[src/rtl/alu_muldiv_seq.sv]
// ============================================================================
// alu_muldiv_seq : sequences unsigned 8x8 multiply / 8/8 divide on a shared ALU
// Revision 1.0
// ============================================================================
`default_nettype none

module alu_muldiv_seq #(
  parameter logic [3:0] ADD_OP = 4'b0000,
  parameter logic [3:0] SUB_OP = 4'b0001
) (
  input  logic       clk,
  input  logic       reset,
  input  logic       start,
  input  logic       op,
  input  logic [7:0] a,
  input  logic [7:0] b,
  output logic [7:0] alu_d0,
  output logic [7:0] alu_d1,
  output logic [3:0] alu_op,
  output logic       alu_c_in,
  input  logic [7:0] alu_y,
  input  logic       alu_c_out,
  output logic       busy,
  output logic       done,
  output logic [7:0] result_hi,
  output logic [7:0] result_lo,
  output logic       div_by_zero
);

  typedef enum logic [1:0] {
    S_IDLE = 2'd0,
    S_RUN  = 2'd1,
    S_DONE = 2'd2
  } state_t;

  state_t      state_q, state_d;
  logic        op_q, op_d;
  logic [7:0]  b_reg_q, b_reg_d;
  logic [7:0]  hi_q, hi_d;
  logic [7:0]  lo_q, lo_d;
  logic [2:0]  cnt_q, cnt_d;
  logic        dbz_q, dbz_d;
  logic [7:0]  res_hi_q, res_hi_d;
  logic [7:0]  res_lo_q, res_lo_d;
  logic [7:0]  shifted_rem;

  always_comb begin
    state_d     = state_q;
    op_d        = op_q;
    b_reg_d     = b_reg_q;
    hi_d        = hi_q;
    lo_d        = lo_q;
    cnt_d       = cnt_q;
    dbz_d       = dbz_q;
    res_hi_d    = res_hi_q;
    res_lo_d    = res_lo_q;
    alu_d0      = 8'h00;
    alu_d1      = 8'h00;
    alu_op      = ADD_OP;
    alu_c_in    = 1'b0;
    shifted_rem = {hi_q[6:0], lo_q[7]};

    case (state_q)
      S_RUN: begin
        cnt_d  = cnt_q + 3'd1;
        alu_d1 = b_reg_q;
        if (!op_q) begin
          alu_op = ADD_OP;
          alu_d0 = hi_q;
          if (lo_q[0]) {hi_d, lo_d} = {alu_c_out, alu_y, lo_q[7:1]};
          else         {hi_d, lo_d} = {1'b0, hi_q, lo_q[7:1]};
        end else begin
          alu_op = SUB_OP;
          alu_d0 = shifted_rem;
          // hi[7] set means the shifted remainder exceeds 255, so it beats any divisor
          if (hi_q[7] || !alu_c_out) begin
            hi_d = alu_y;
            lo_d = {lo_q[6:0], 1'b1};
          end else begin
            hi_d = shifted_rem;
            lo_d = {lo_q[6:0], 1'b0};
          end
        end
        if (cnt_q == 3'd7) begin
          state_d  = S_DONE;
          res_hi_d = hi_d;
          res_lo_d = lo_d;
        end
      end
      S_DONE:  state_d = S_IDLE;
      S_IDLE:  state_d = S_IDLE;
      default: state_d = S_IDLE;
    endcase

    if (start && (state_q == S_IDLE || state_q == S_DONE)) begin
      op_d    = op;
      b_reg_d = b;
      lo_d    = a;
      hi_d    = 8'h00;
      cnt_d   = 3'd0;
      dbz_d   = 1'b0;
      state_d = S_RUN;
      if (op && b == 8'h00) begin
        state_d  = S_DONE;
        res_hi_d = a;
        res_lo_d = 8'hFF;
        dbz_d    = 1'b1;
      end
    end
  end

  always_ff @(posedge clk) begin
    if (reset) begin
      state_q  <= S_IDLE;
      op_q     <= 1'b0;
      b_reg_q  <= 8'h00;
      hi_q     <= 8'h00;
      lo_q     <= 8'h00;
      cnt_q    <= 3'd0;
      dbz_q    <= 1'b0;
      res_hi_q <= 8'h00;
      res_lo_q <= 8'h00;
    end else begin
      state_q  <= state_d;
      op_q     <= op_d;
      b_reg_q  <= b_reg_d;
      hi_q     <= hi_d;
      lo_q     <= lo_d;
      cnt_q    <= cnt_d;
      dbz_q    <= dbz_d;
      res_hi_q <= res_hi_d;
      res_lo_q <= res_lo_d;
    end
  end

  assign busy        = (state_q == S_RUN);
  assign done        = (state_q == S_DONE);
  assign result_hi   = res_hi_q;
  assign result_lo   = res_lo_q;
  assign div_by_zero = dbz_q;

endmodule

`default_nettype wire

[config.mk]
export PLATFORM = sky130hd
export DESIGN_NAME = alu_muldiv_seq
export DESIGN_NICKNAME = d
export VERILOG_FILES = /design/src/rtl/alu_muldiv_seq.sv
export SDC_FILE = /design/constraint.sdc
export NUM_CORES = 1
export LEC_CHECK = 0
export CORE_ASPECT_RATIO = 0.5
export CORE_MARGIN = 4
export CORE_UTILIZATION = 30
export CTS_BUF_LIST = sky130_fd_sc_hd__clkbuf_8
export DETAILED_ROUTE_END_ITERATION = 8
export RECOVER_POWER = 50
export SLEW_MARGIN = 30
export SYNTH_ARGS = -nofsm -noshare
export SYNTH_HDL_FRONTEND = slang
export SYNTH_SLANG_ARGS = --single-unit
[constraint.sdc]
create_clock -name clk -period 1.4 [get_ports clk]
set_input_delay 0.35 -clock clk [delete_from_list [all_inputs] [get_ports clk]]
set_output_delay 0.35 -clock clk [all_outputs]
set_load 0.01 [all_outputs]
==> results of run 1 <==
## layout make-up
| type | instances | area share |
|---|---|---|
| clock inverters | 3 | 0.01063 |
| repair inverters | 1 | 0.001724 |
| flip-flops and latches | 47 | 0.2178 |
| multi-input cells | 242 | 0.3945 |
| clock buffers | 5 | 0.01580 |
| inverters | 9 | 0.008908 |
| well taps | 112 | 0.03218 |
| repair buffers | 137 | 0.3184 |
## registers in the layout, summed over array words and instances, names as in the netlist
name	count
b_reg_q	8
hi_q	8
lo_q	8
result_hi	8
result_lo	8
cnt_q	3
state_q	2
div_by_zero	1
op_q	1
## metal layers
layer | vias up | GRT usage
met5 | - | 0
li1 | 1351 | -
met2 | 79 | 0.2608
met1 | 1244 | 0.2332
met3 | 9 | 0.03306
met4 | 0 | 0.04162
## repair_timing
action | in CTS | in global routing
buffers inserted | 12 | 11
pin swaps | 21 | 34
hold endpoints to repair | 0 | 0
gates resized for setup | 144 | 85
endpoints found under the setup margin | 62 | 52
cloned | 5 | 1
## worst max-delay path: cells and delay by family (launching register included)
kind	cells	cell delay, ns
buffers and inverters	2	0.28
DFF	1	0.34
and+or+nand+nor	2	0.33
## per-stage QoR
stage	setup WS [ns]	cell area, um2	hold WS (ns)	instances	util
6_report	-0.2124	4354	0.3215	556	0.5385
2_1_floorplan	0.004329	2552	0.4317	329	-
5_1_grt	-0.2731	4354	0.3330	556	0.5385
3_5_place_dp	-0.5430	3587	0.4451	522	0.4436
3_3_place_gp	-0.4959	3587	0.4387	522	0.4436
4_1_cts	-0.2146	3953	0.4275	546	0.4888
## worst max path at each step
stage                     startpoint           end  slack, ns  cells after the start
after detailed placement        b[0]  result_hi[1]      -0.54                      7
after floorplan           state_q[0]     alu_d1[0]      0.004                      4
final                     state_q[1]     alu_d1[5]      -0.21                      4
after global routing            op_q     alu_d0[6]      -0.27                      4
after CTS                       op_q     alu_d0[0]      -0.21                      4
after global placement          b[0]  result_hi[2]      -0.50                      7
## cells in the mapped netlist (all sizes together), types with 6 or more instances
cell	n
a211o	7
a211oi	7
inv	9
nand2	58
nand3	14
nor2	25
o21bai	7
a21oi	34
mux2i	15
nor2b	10
buf	22
dfxtp	47
o211ai	9
clkbuf	10
nand3b	9
and2	10
a31oi	9
and3	6
## kinds of logic after synthesis
family / count (synthesis) / share of synthesized area
AO/OA/AOI/OAI: 76 / 0.1929
XOR/XNOR: 1 / 0.003471
adder cells (fa/ha/maj): 2 / 0.009914
buffers and inverters: 41 / 0.08131
flip-flops: 47 / 0.3728
multiplexers: 15 / 0.05949
other: 1 / 0.001486
AND/OR/NAND/NOR: 143 / 0.2786
## power groups by stage
stage | Sequential [uW] | Clock (uW) | Combinational, uW
4_1_cts | 1430 | 1080 | 734
6_report | 1450 | 1060 | 888
2_1_floorplan | 1450 | 0 | 347
3_3_place_gp | 1460 | 0 | 652
5_1_grt | 1460 | 1140 | 956
3_5_place_dp | 1460 | 0 | 652
==> results.yml, run 1 <==
synthesis:
  ys.flop_type: "dfxtp_1"
  netlist_area_um2: 2524
  synthCells: 326
  async_flop_share: 0
  synth_edf_count: 0
  syn_avg_cell_area_um2: 7.741
  yosysWarnings: 0
  yosysTopAreaCellShare: 0.3728
  synth-seq-cells: 47
  ys_types: 35
  synth_area_leaders: "dfxtp_1 (37%), nand2_1 (8.6%), a21oi_1 (6.5%)"
  ys_seq_area_frac: 0.3728
  yosys.area.top_type: "dfxtp_1"
route:
  topRoutingLayerUsed: "met4"
  wl_um: 8751
  wl_met2_um: 4095
  firstDrtPassIters: 4
  wl_per_cell_um: 15.74
  drtIter0Drc: 179
  num_vias: 2683
  wl_met1_um: 3950
  postRouteAntennaNets: 0
  via_per_inst: 4.826
  wl_met3_um: 599
  drc: 0
timing:
  setup_ws_ns: -0.2124
  slew_viol_final: 0
  period_needed_ns: 1.612
  hold_viol: 0
  fmax_mhz: 620.2
  setup_viol: 46
  rsz0062_at_grt: "yes"
  fin_crit_sh: 1.152
  fin_setup_tns_ns: -4.312
  skew_ns: 0.01819
die:
  io_pins: 69
  initial_core_util: 0.3121
  core-area_um2: 8087
  fp.dieH_um: 72.86
  rows: 23
  dieArea_um2: 10030
  fp.dieW_um: 137.7
worst_hold_path:
  hold_path_startpoint: "b[2]"
  hp-class: "in -> reg"
  worstHoldEndpoint: "b_reg_q[2]"
  hold_path_depth: 3
pwr:
  power.density_nw_per_um2: 780.9
  finalPower_uw: 3400
  combPwrFrac: 0.261
  internal_power_uw: 2406
  power_frac_seq: 0.426
  leakagePower_uw: 0.001832
  peakVddDrop_mv: 0.4002
  p_sw_frac: 0.2922
  pwr-share-clk: 0.312
  switchingPower_uw: 993.7
clock_network:
  cts_tree: "done"
  h-tree-depth: 2
  root_buffer: "clkbuf_8"
  cts_buffers: 5
  insertion_delay_ns: 0.32
  hold_buffers: 0
  path_clk_slew_ns: 0.10
  cts_buffer_depth: 2
  cts_sinks: 47
layout:
  nets: 474
  drive_gt1_frac: 0.3649
  layout.area.seq_um2: 948.4
  area_growth_pct: 72.53
  final_common_cell: "nand2_1"
  n_antenna_cell: 0
  final_cell_mix: "nand2_1 (56), dfxtp_1 (43), buf_4 (37)"
  nFillCells: 712
  multi_input_area_um2: 1718
grt:
  grt_max_degree: 19
  grt_pass1_wl_um: 12960
  grt_usage: 0.1653
  grt_pass1_vias: 2489
  grt-ovfl-total: 0
  antenna_found_initial: 0
critical_path:
  crit_path_max_incr_delay_ns: 0.34
  required_ns: 1.05
  cp_max_fo: 5
  arrival_ns: 1.26
  worstPathCellList: "nand2b_4, clkinvlp_4, and2_1, buf_2"
  crit_slowest_cell: "dfxtp_2"
  reg2reg_to: "lo_q[1]"
  r2r-start: "op_q"
  r2r_slack_ns: -0.09
  endpoint_kind: "output port"
  r2r_cells: 7
  critical_path_class: "reg -> out"
  critPathLaunchType: "register"
run_status:
  outcome: "finished with violations"
  violations: "setup timing"
flow_run:
  maxCapViolCount: 0
place:
  globalplace.congestion: 0.8239
  dp_hpwl_um: 5510
  io_buffers: 64
(Power assumes the default switching activity.)
==> run 2: changes to the inputs <==
--- a/config.mk
+++ b/config.mk
@@ -10,6 +10,7 @@
 export CORE_UTILIZATION = 30
 export CTS_BUF_LIST = sky130_fd_sc_hd__clkbuf_8
 export DETAILED_ROUTE_END_ITERATION = 8
+export PLACE_DENSITY_LB_ADDON = 0.12
 export RECOVER_POWER = 50
 export SLEW_MARGIN = 30
 export SYNTH_ARGS = -nofsm -noshare
==> run 2 against run 1 <==
The flow still finishes with violations (setup timing). Total power down 5.4%. Count of clock-buffer cells in the layout did not move. First-iteration DRC count decreased by 0.56%. Final cell count decreased by 0.54%. Global-route usage up 1.3 points. Final area down 0.17%. Largest power group unchanged.
==> results.yml, run 2 (synthesis results as in run 1) <==
run_status:
  outcome: "finished with violations"
  violations: "setup timing"
pwr:
  power.density_nw_per_um2: 740.1
  finalPower_uw: 3217
  leakagePower_uw: 0.001813
  peakVddDrop_mv: 0.3747
clock_network:
  insertion_delay_ns: 0.32
  h-tree-depth: 2
  cts_buffers: 5
  hold_buffers: 0
  path_clk_slew_ns: 0.09
  cts_tree: "done"
  root_buffer: "clkbuf_8"
  cts_sinks: 47
  cts_buffer_depth: 2
critical_path:
  required_ns: 1.05
  crit_buf_inv: 3
  critPathMostFrequentCell: "buf_6"
  r2r_slack_ns: -0.24
  crit_path_max_incr_delay_ns: 0.34
  critical_path_class: "reg -> out"
  cp_max_fo: 4
  endpoint_kind: "output port"
  crit_family: "buffers and inverters"
  worstPathCellList: "nand2b_4, clkinvlp_4, buf_6, and2_4, buf_6"
  arrival_ns: 1.33
  critPathLaunchType: "register"
  crit_slowest_cell: "dfxtp_2"
place:
  pre_cts_ws_ns: -0.5713
  dp.cells: 515
  io_buffers: 64
  globalplace.congestion: 0.8091
  placed_cell_area_um2: 3535
  dp_hpwl_um: 5681
die:
  dieArea_um2: 10030
  rows: 23
  fp.dieH_um: 72.86
  initial_core_util: 0.3121
  fp.dieW_um: 137.7
  core-area_um2: 8087
  io_pins: 69
grt:
  grt_usage: 0.1780
  grt_pass1_wl_um: 13880
  grt_max_degree: 25
  grt-ovfl-total: 0
  antenna_found_initial: 0
  grt_pass1_vias: 2677
layout:
  final_cell_mix: "nand2_1 (56), dfxtp_1 (42), buf_4 (35)"
  n_antenna_cell: 0
  nets: 471
  final_cell_area_um2: 4347
  layoutNonFillerInstCount: 553
  final_core_util: 0.5375
  drive_gt1_frac: 0.3560
  area_growth_pct: 72.24
  final_common_cell: "nand2_1"
route:
  drc: 0
  drtIter0Drc: 178
  via_per_inst: 4.989
  num_vias: 2759
  postRouteAntennaNets: 0
  wl_per_cell_um: 16.58
  wl_um: 9166
  firstDrtPassIters: 4
timing:
  rsz0062_at_grt: "yes"
  skew_ns: 0.003312
  setup_viol: 40
  setup_ws_ns: -0.2811
  fin_crit_sh: 1.201
  fmax_mhz: 594.8
  period_needed_ns: 1.681
  hold_viol: 0
  slew_viol_final: 0
flow_run:
  maxCapViolCount: 0
worst_hold_path:
  hp-class: "in -> reg"
-- run 2: metrics by stage --
step / hold slack (ns) / setup TNS (ns)
after floorplan: 0.4317 / 0
after global placement: 0.4451 / -18.14
after detailed placement: 0.4456 / -19.03
after CTS: 0.4529 / -6.873
after global routing: 0.4669 / -9.345
final: 0.4557 / -5.887
-- run 2: where the power goes --
group / switching (uW) / leakage, uW / internal, uW
sequential: 63.0 / 0.000385 / 1390
combinational: 412 / 0.00138 / 480
clock: 518 / 0.0000483 / 353
-- run 2: worst paths after layout --
check	startpoint	endpoint	depth (start not counted)
setup / recovery	state_q[1]	alu_op[0]	5
hold / removal	b[2]	b_reg_q[2]	3
setup reg to reg	state_q[1]	result_hi[6]	7
hold reg to reg	b_reg_q[2]	b_reg_q[2]	2
-- run 2: routing by layer --
metal  GRT usage  up-vias  wire length (um)
met5           0        -                 0
met3     0.03650        9               515
met4     0.05696        0               120
met1      0.2535     1330              4254
li1            -     1346                 -
met2      0.2711       74              4276
-- run 2: worst register-to-register path: cells and delay by family, from the launching register on --
kind	cells	cell delay (ns)
buffers and inverters	3	0.54
AND/OR/NAND/NOR	3	0.48
AO/OA/AOI/OAI	1	0.21
flip-flops	1	0.33
-- run 2: repair_timing --
action,in CTS,in global routing
cloned,5,3
pin swaps,25,15
resized for setup,149,71
setup endpoints to repair,63,51
setup buffers,17,9
-- run 2: final cells by class --
| type | instances | area (um2) |
|---|---|---|
| Inverter | 9 | 41.29 |
| Fill cell | 770 | 3740 |
| Tap cell | 112 | 140.1 |
| Multi-Input combinational cell | 241 | 1699 |
| Clock inverter | 3 | 18.77 |
| Timing Repair Buffer | 135 | 1421 |
| Timing Repair inverter | 1 | 7.507 |
| Clock buffer | 5 | 68.82 |
| Sequential cell | 47 | 949.7 |
==> run 3: changes to the inputs <==
--- a/config.mk
+++ b/config.mk
@@ -10,6 +10,7 @@
 export CORE_UTILIZATION = 30
 export CTS_BUF_LIST = sky130_fd_sc_hd__clkbuf_8
 export DETAILED_ROUTE_END_ITERATION = 8
+export GPL_ROUTABILITY_DRIVEN = 1
 export PLACE_DENSITY_LB_ADDON = 0.12
 export RECOVER_POWER = 50
 export SLEW_MARGIN = 30
==> results of run 3 <==
No change in the layout: final DEF, timing and power equal those of run 2.
==> variant 1, RTL diff (settings of run 2) <==
Put a register stage on the outputs `busy` and `done`, without a reset. The values now appear one clock later. The other outputs are not delayed to match.
--- a/src/rtl/alu_muldiv_seq.sv
+++ b/src/rtl/alu_muldiv_seq.sv
@@ -133,8 +133,10 @@
     end
   end
 
-  assign busy        = (state_q == S_RUN);
-  assign done        = (state_q == S_DONE);
+  always_ff @(posedge clk) begin
+    busy <= (state_q == S_RUN);
+    done <= (state_q == S_DONE);
+  end
   assign result_hi   = res_hi_q;
   assign result_lo   = res_lo_q;
   assign div_by_zero = dbz_q;
Formal check against the unedited RTL: not equivalent (a bounded check fails within 4 cycles, from zero or initial values and one cycle with reset high).
==> variant 1 against run 2 <==
- the run still ends with setup timing left
- design area shrank 1.4%
- critical path depth shrank 1
- area after synthesis grew 1.6%
- setup slack lost 7.1 ps
- first-iteration DRC count shrank 39%
- sequential cell count grew 2
- wire length shrank 4.9%
- power grew 0.45%
- largest cell class unchanged
==> variant 1: results (changes against run 2) <==
<table>
<tr><th>Metric</th><th>Value</th></tr>
<tr><th colspan="2">Outcome</th></tr>
<tr><td>Result of the run</td><td>finished with violations</td></tr>
<tr><td>Violated checks</td><td>setup timing</td></tr>
<tr><th colspan="2">Final layout</th></tr>
<tr><td>Proportion of cell area occupied by multi-input gates</td><td>42.1% (+3.0 points)</td></tr>
<tr><td>Clock network contribution to total cell area</td><td>2.25% (+0.23 points)</td></tr>
<tr><td>Fillcell total</td><td>793 (+3.0%)</td></tr>
<tr><td>Fraction of final layout cells with drive strength greater than 1</td><td>35.7% (+0.15 points)</td></tr>
<tr><td>Final layout net count</td><td>458 (-2.8%)</td></tr>
<tr><td>Non-Clock Buffer Count</td><td>120 (-11%)</td></tr>
<tr><td>Reg area</td><td>990 µm² (+4.2%)</td></tr>
<tr><th colspan="2">Setup path</th></tr>
<tr><td>Startpoint of the worst setup timing path</td><td>op_q</td></tr>
<tr><td>Reg-to-reg endpoint</td><td>result_hi[0]</td></tr>
<tr><td>Critical-path maximum fanout</td><td>13 (+9)</td></tr>
<tr><td>Top Family by Delay on Critical Path</td><td>flip-flops</td></tr>
<tr><th colspan="2">Logic synthesis</th></tr>
<tr><td>Cell types with the largest area share after synthesis</td><td>dfxtp_1 (38%), nand2_1 (8.5%), a21oi_1 (6.4%)</td></tr>
<tr><td>Post-synthesis cell count</td><td>328 (+0.61%)</td></tr>
<tr><th colspan="2">Detailed routing</th></tr>
<tr><td>WL met3</td><td>308 µm (-40%)</td></tr>
<tr><td>Via density</td><td>5.01 (+0.44%)</td></tr>
<tr><td>Routed Wire Length</td><td>8720 µm (-4.9%)</td></tr>
<tr><td>Wire length on met1</td><td>4330 µm (+1.8%)</td></tr>
<tr><th colspan="2">Placement</th></tr>
<tr><td>Final RePlAce weighted congestion</td><td>0.806 (-0.44%)</td></tr>
<tr><td>Post-detail-place hpwl</td><td>5740 µm (+1.0%)</td></tr>
<tr><th colspan="2">GRT</th></tr>
<tr><td>Met3 Use GR</td><td>3.77% (+0.12 points)</td></tr>
<tr><td>Global-route usage over all layers</td><td>16.7% (-1.1 points)</td></tr>
<tr><td>Number of global-route vias before repair</td><td>2722 (+1.7%)</td></tr>
<tr><td>Met1 routing resource usage after global routing</td><td>21.6% (-3.7 points)</td></tr>
<tr><td>Met2 usage</td><td>28.1% (+1.0 points)</td></tr>
<tr><th colspan="2">Floorplan</th></tr>
<tr><td>Total Die Area</td><td>10200 µm² (+1.4%)</td></tr>
<tr><th colspan="2">STA</th></tr>
<tr><td>Least setup slack across all paths after layout</td><td>-288 ps (-7.08 ps)</td></tr>
<tr><td>Number of failing setup endpoints in the final timing report</td><td>32 (-20%)</td></tr>
</table>
-- variant 1: power by group through the flow --
| stage | clock (mW) | combinational [mW] | sequential, mW |
|---|---|---|---|
| CTS | 0.944 | 0.700 | 1.49 |
| global route | 1.01 | 0.872 | 1.52 |
| floorplan | 0 | 0.346 | 1.51 |
| detailed placement | 0 | 0.634 | 1.52 |
| global placement | 0 | 0.630 | 1.52 |
| finish | 0.917 | 0.805 | 1.51 |
-- variant 1: timing repair --
item,CTS,global route
pin swaps,16,16
gates resized for setup,153,77
setup buffers,12,3
setup endpoints to repair,59,46
hold endpoints to repair,0,0
cloned,4,1
-- variant 1: logic make-up after synthesis --
group           Yosys count  share of synthesized area [%]
compound gates           76                           19.0
other cells               1                          0.146
simple gates            143                           27.4
buf+inv                  41                           8.00
mux                      15                           5.86
xor+xnor                  1                          0.342
flops                    49                           38.3
fa+ha+maj                 2                          0.976
-- variant 1: worst min-delay path: cells and delay by family --
family	cells	cell delay, ps
buf+inv	1	270
simple gates	1	60
compound gates	1	50
==> variant 2, RTL diff (settings of run 2) <==
Made on the original files. The 3 states of `state_t` get a one-hot encoding in 3 bits.
--- a/src/rtl/alu_muldiv_seq.sv
+++ b/src/rtl/alu_muldiv_seq.sv
@@ -27,10 +27,10 @@
   output logic       div_by_zero
 );
 
-  typedef enum logic [1:0] {
-    S_IDLE = 2'd0,
-    S_RUN  = 2'd1,
-    S_DONE = 2'd2
+  typedef enum logic [2:0] {
+    S_IDLE = 3'b001,
+    S_RUN  = 3'b010,
+    S_DONE = 3'b100
   } state_t;
 
   state_t      state_q, state_d;
Check against the original RTL: no difference found for any inputs over 10 cycles, from zero or initial values and one cycle with reset high; not proved beyond that.
==> variant 2 against run 2 <==
- the run still ends with setup timing left
- sequential cell count increased by 1
- design area is 5.2% higher
- setup slack got worse by 200 ps
- power down 0.40%
- area after synthesis grew 0.30%
- sequential share of layout area fell by 0.61 points
- wire length rose by 2.3%
- highest routed layer unchanged
- non-clock buffer count shrank 8
- register-to-register slack lost 90 ps
- worst hold slack worse by 140 ps
- largest cell class unchanged
==> variant 2: results (changes against run 2) <==
<table>
<tr><th>Metric</th><th>Value</th></tr>
<tr><th colspan="2">Detailed routing</th></tr>
<tr><td>Post-detailed-route wirelength per cell</td><td>17.1 µm (+3.1%)</td></tr>
<tr><td>Number of violations reported at the end of detailed-routing iteration 0</td><td>155 (-13%)</td></tr>
<tr><td>Wire length on met1</td><td>4470 µm (+5.0%)</td></tr>
<tr><th colspan="2">GRT</th></tr>
<tr><td>Met1 routing resource usage after global routing</td><td>26.6% (+1.3 points)</td></tr>
<tr><td>Met2 usage</td><td>31.6% (+4.5 points)</td></tr>
<tr><td>Maximum number of pins on one net before global-route repair</td><td>24 (-4.0%)</td></tr>
<tr><td>Global-route usage over all layers</td><td>19.3% (+1.5 points)</td></tr>
<tr><th colspan="2">Logic synthesis</th></tr>
<tr><td>Post-synthesis compound-gate area fraction</td><td>19.3% (+0.042 points)</td></tr>
<tr><td>Register area share after synthesis</td><td>38.0% (+0.68 points)</td></tr>
<tr><td>Count of different cell masters after synthesis</td><td>38 (+8.6%)</td></tr>
<tr><td>Area of the mapped netlist</td><td>2530 µm² (+0.30%)</td></tr>
<tr><td>Portion of netlist area occupied by mux cells</td><td>5.93% (-0.018 points)</td></tr>
<tr><td>Post-synthesis cell count</td><td>328 (+0.61%)</td></tr>
<tr><td>Post-synthesis share of cell area spent on full adders, half adders and majority gates</td><td>0.989% (-0.0029 points)</td></tr>
<tr><th colspan="2">Final layout</th></tr>
<tr><td>Area occupied by multi-input gates</td><td>1930 µm² (+14%)</td></tr>
<tr><td>Share of the final layout cell area in sequential cells</td><td>21.2% (-0.61 points)</td></tr>
<tr><td>Fraction of final layout cells with drive strength greater than 1</td><td>46.0% (+10 points)</td></tr>
<tr><td>Non-filler instance count after layout</td><td>549 (-0.72%)</td></tr>
<tr><td>Final layout net count</td><td>467 (-0.85%)</td></tr>
<tr><th colspan="2">Pwr</th></tr>
<tr><td>Switching power</td><td>0.932 mW (-6.2%)</td></tr>
<tr><th colspan="2">Placement</th></tr>
<tr><td>Final RePlAce weighted congestion</td><td>0.825 (+1.9%)</td></tr>
<tr><td>Placed inst area</td><td>3650 µm² (+3.4%)</td></tr>
<tr><th colspan="2">Setup path</th></tr>
<tr><td>Critical-path maximum fanout</td><td>6 (+2)</td></tr>
<tr><th colspan="2">STA</th></tr>
<tr><td>Number of failing setup endpoints in the final timing report</td><td>58 (+45%)</td></tr>
<tr><td>Sum of negative setup slack</td><td>-14780 ps (-8890 ps)</td></tr>
<tr><td>Least setup slack across all paths after layout</td><td>-477 ps (-196 ps)</td></tr>
<tr><th colspan="2">Outcome</th></tr>
<tr><td>Result of the run</td><td>finished with violations</td></tr>
<tr><td>Violated checks</td><td>setup timing</td></tr>
</table>
[variant 2: repair_timing]
item                                    CTS  global route
resized for setup                       210            59
pin swaps                                48            32
hold endpoints to repair                  0             0
endpoints found under the setup margin   84            70
buffers inserted                         17             3
cloned                                    7             1
[variant 2: power by group through the flow]
stage	logic (mW)	registers [mW]	clock network, mW
4_1_cts	0.600	1.44	1.10
6_report	0.657	1.44	1.10
3_3_place_gp	0.497	1.47	0
3_5_place_dp	0.502	1.47	0
5_1_grt	0.711	1.45	1.16
2_1_floorplan	0.272	1.46	0
[variant 2: worst paths after layout]
check                                start      endpoint  slack, ps  cells past startpoint
worst max-delay path            state_q[2]     alu_d0[7]       -480                      5
worst max register to register  state_q[2]  result_hi[4]       -330                     10
worst min register to register  b_reg_q[0]    b_reg_q[0]        470                      2
worst min-delay path                  b[7]    b_reg_q[7]        320                      3
[variant 2: critical path, cell delays in order, from the launching register on]
cell     delay (ps)
dfxtp_2         330
or3b_4          420
buf_6           150
buf_8           130
nor2_2           60
buf_2           130
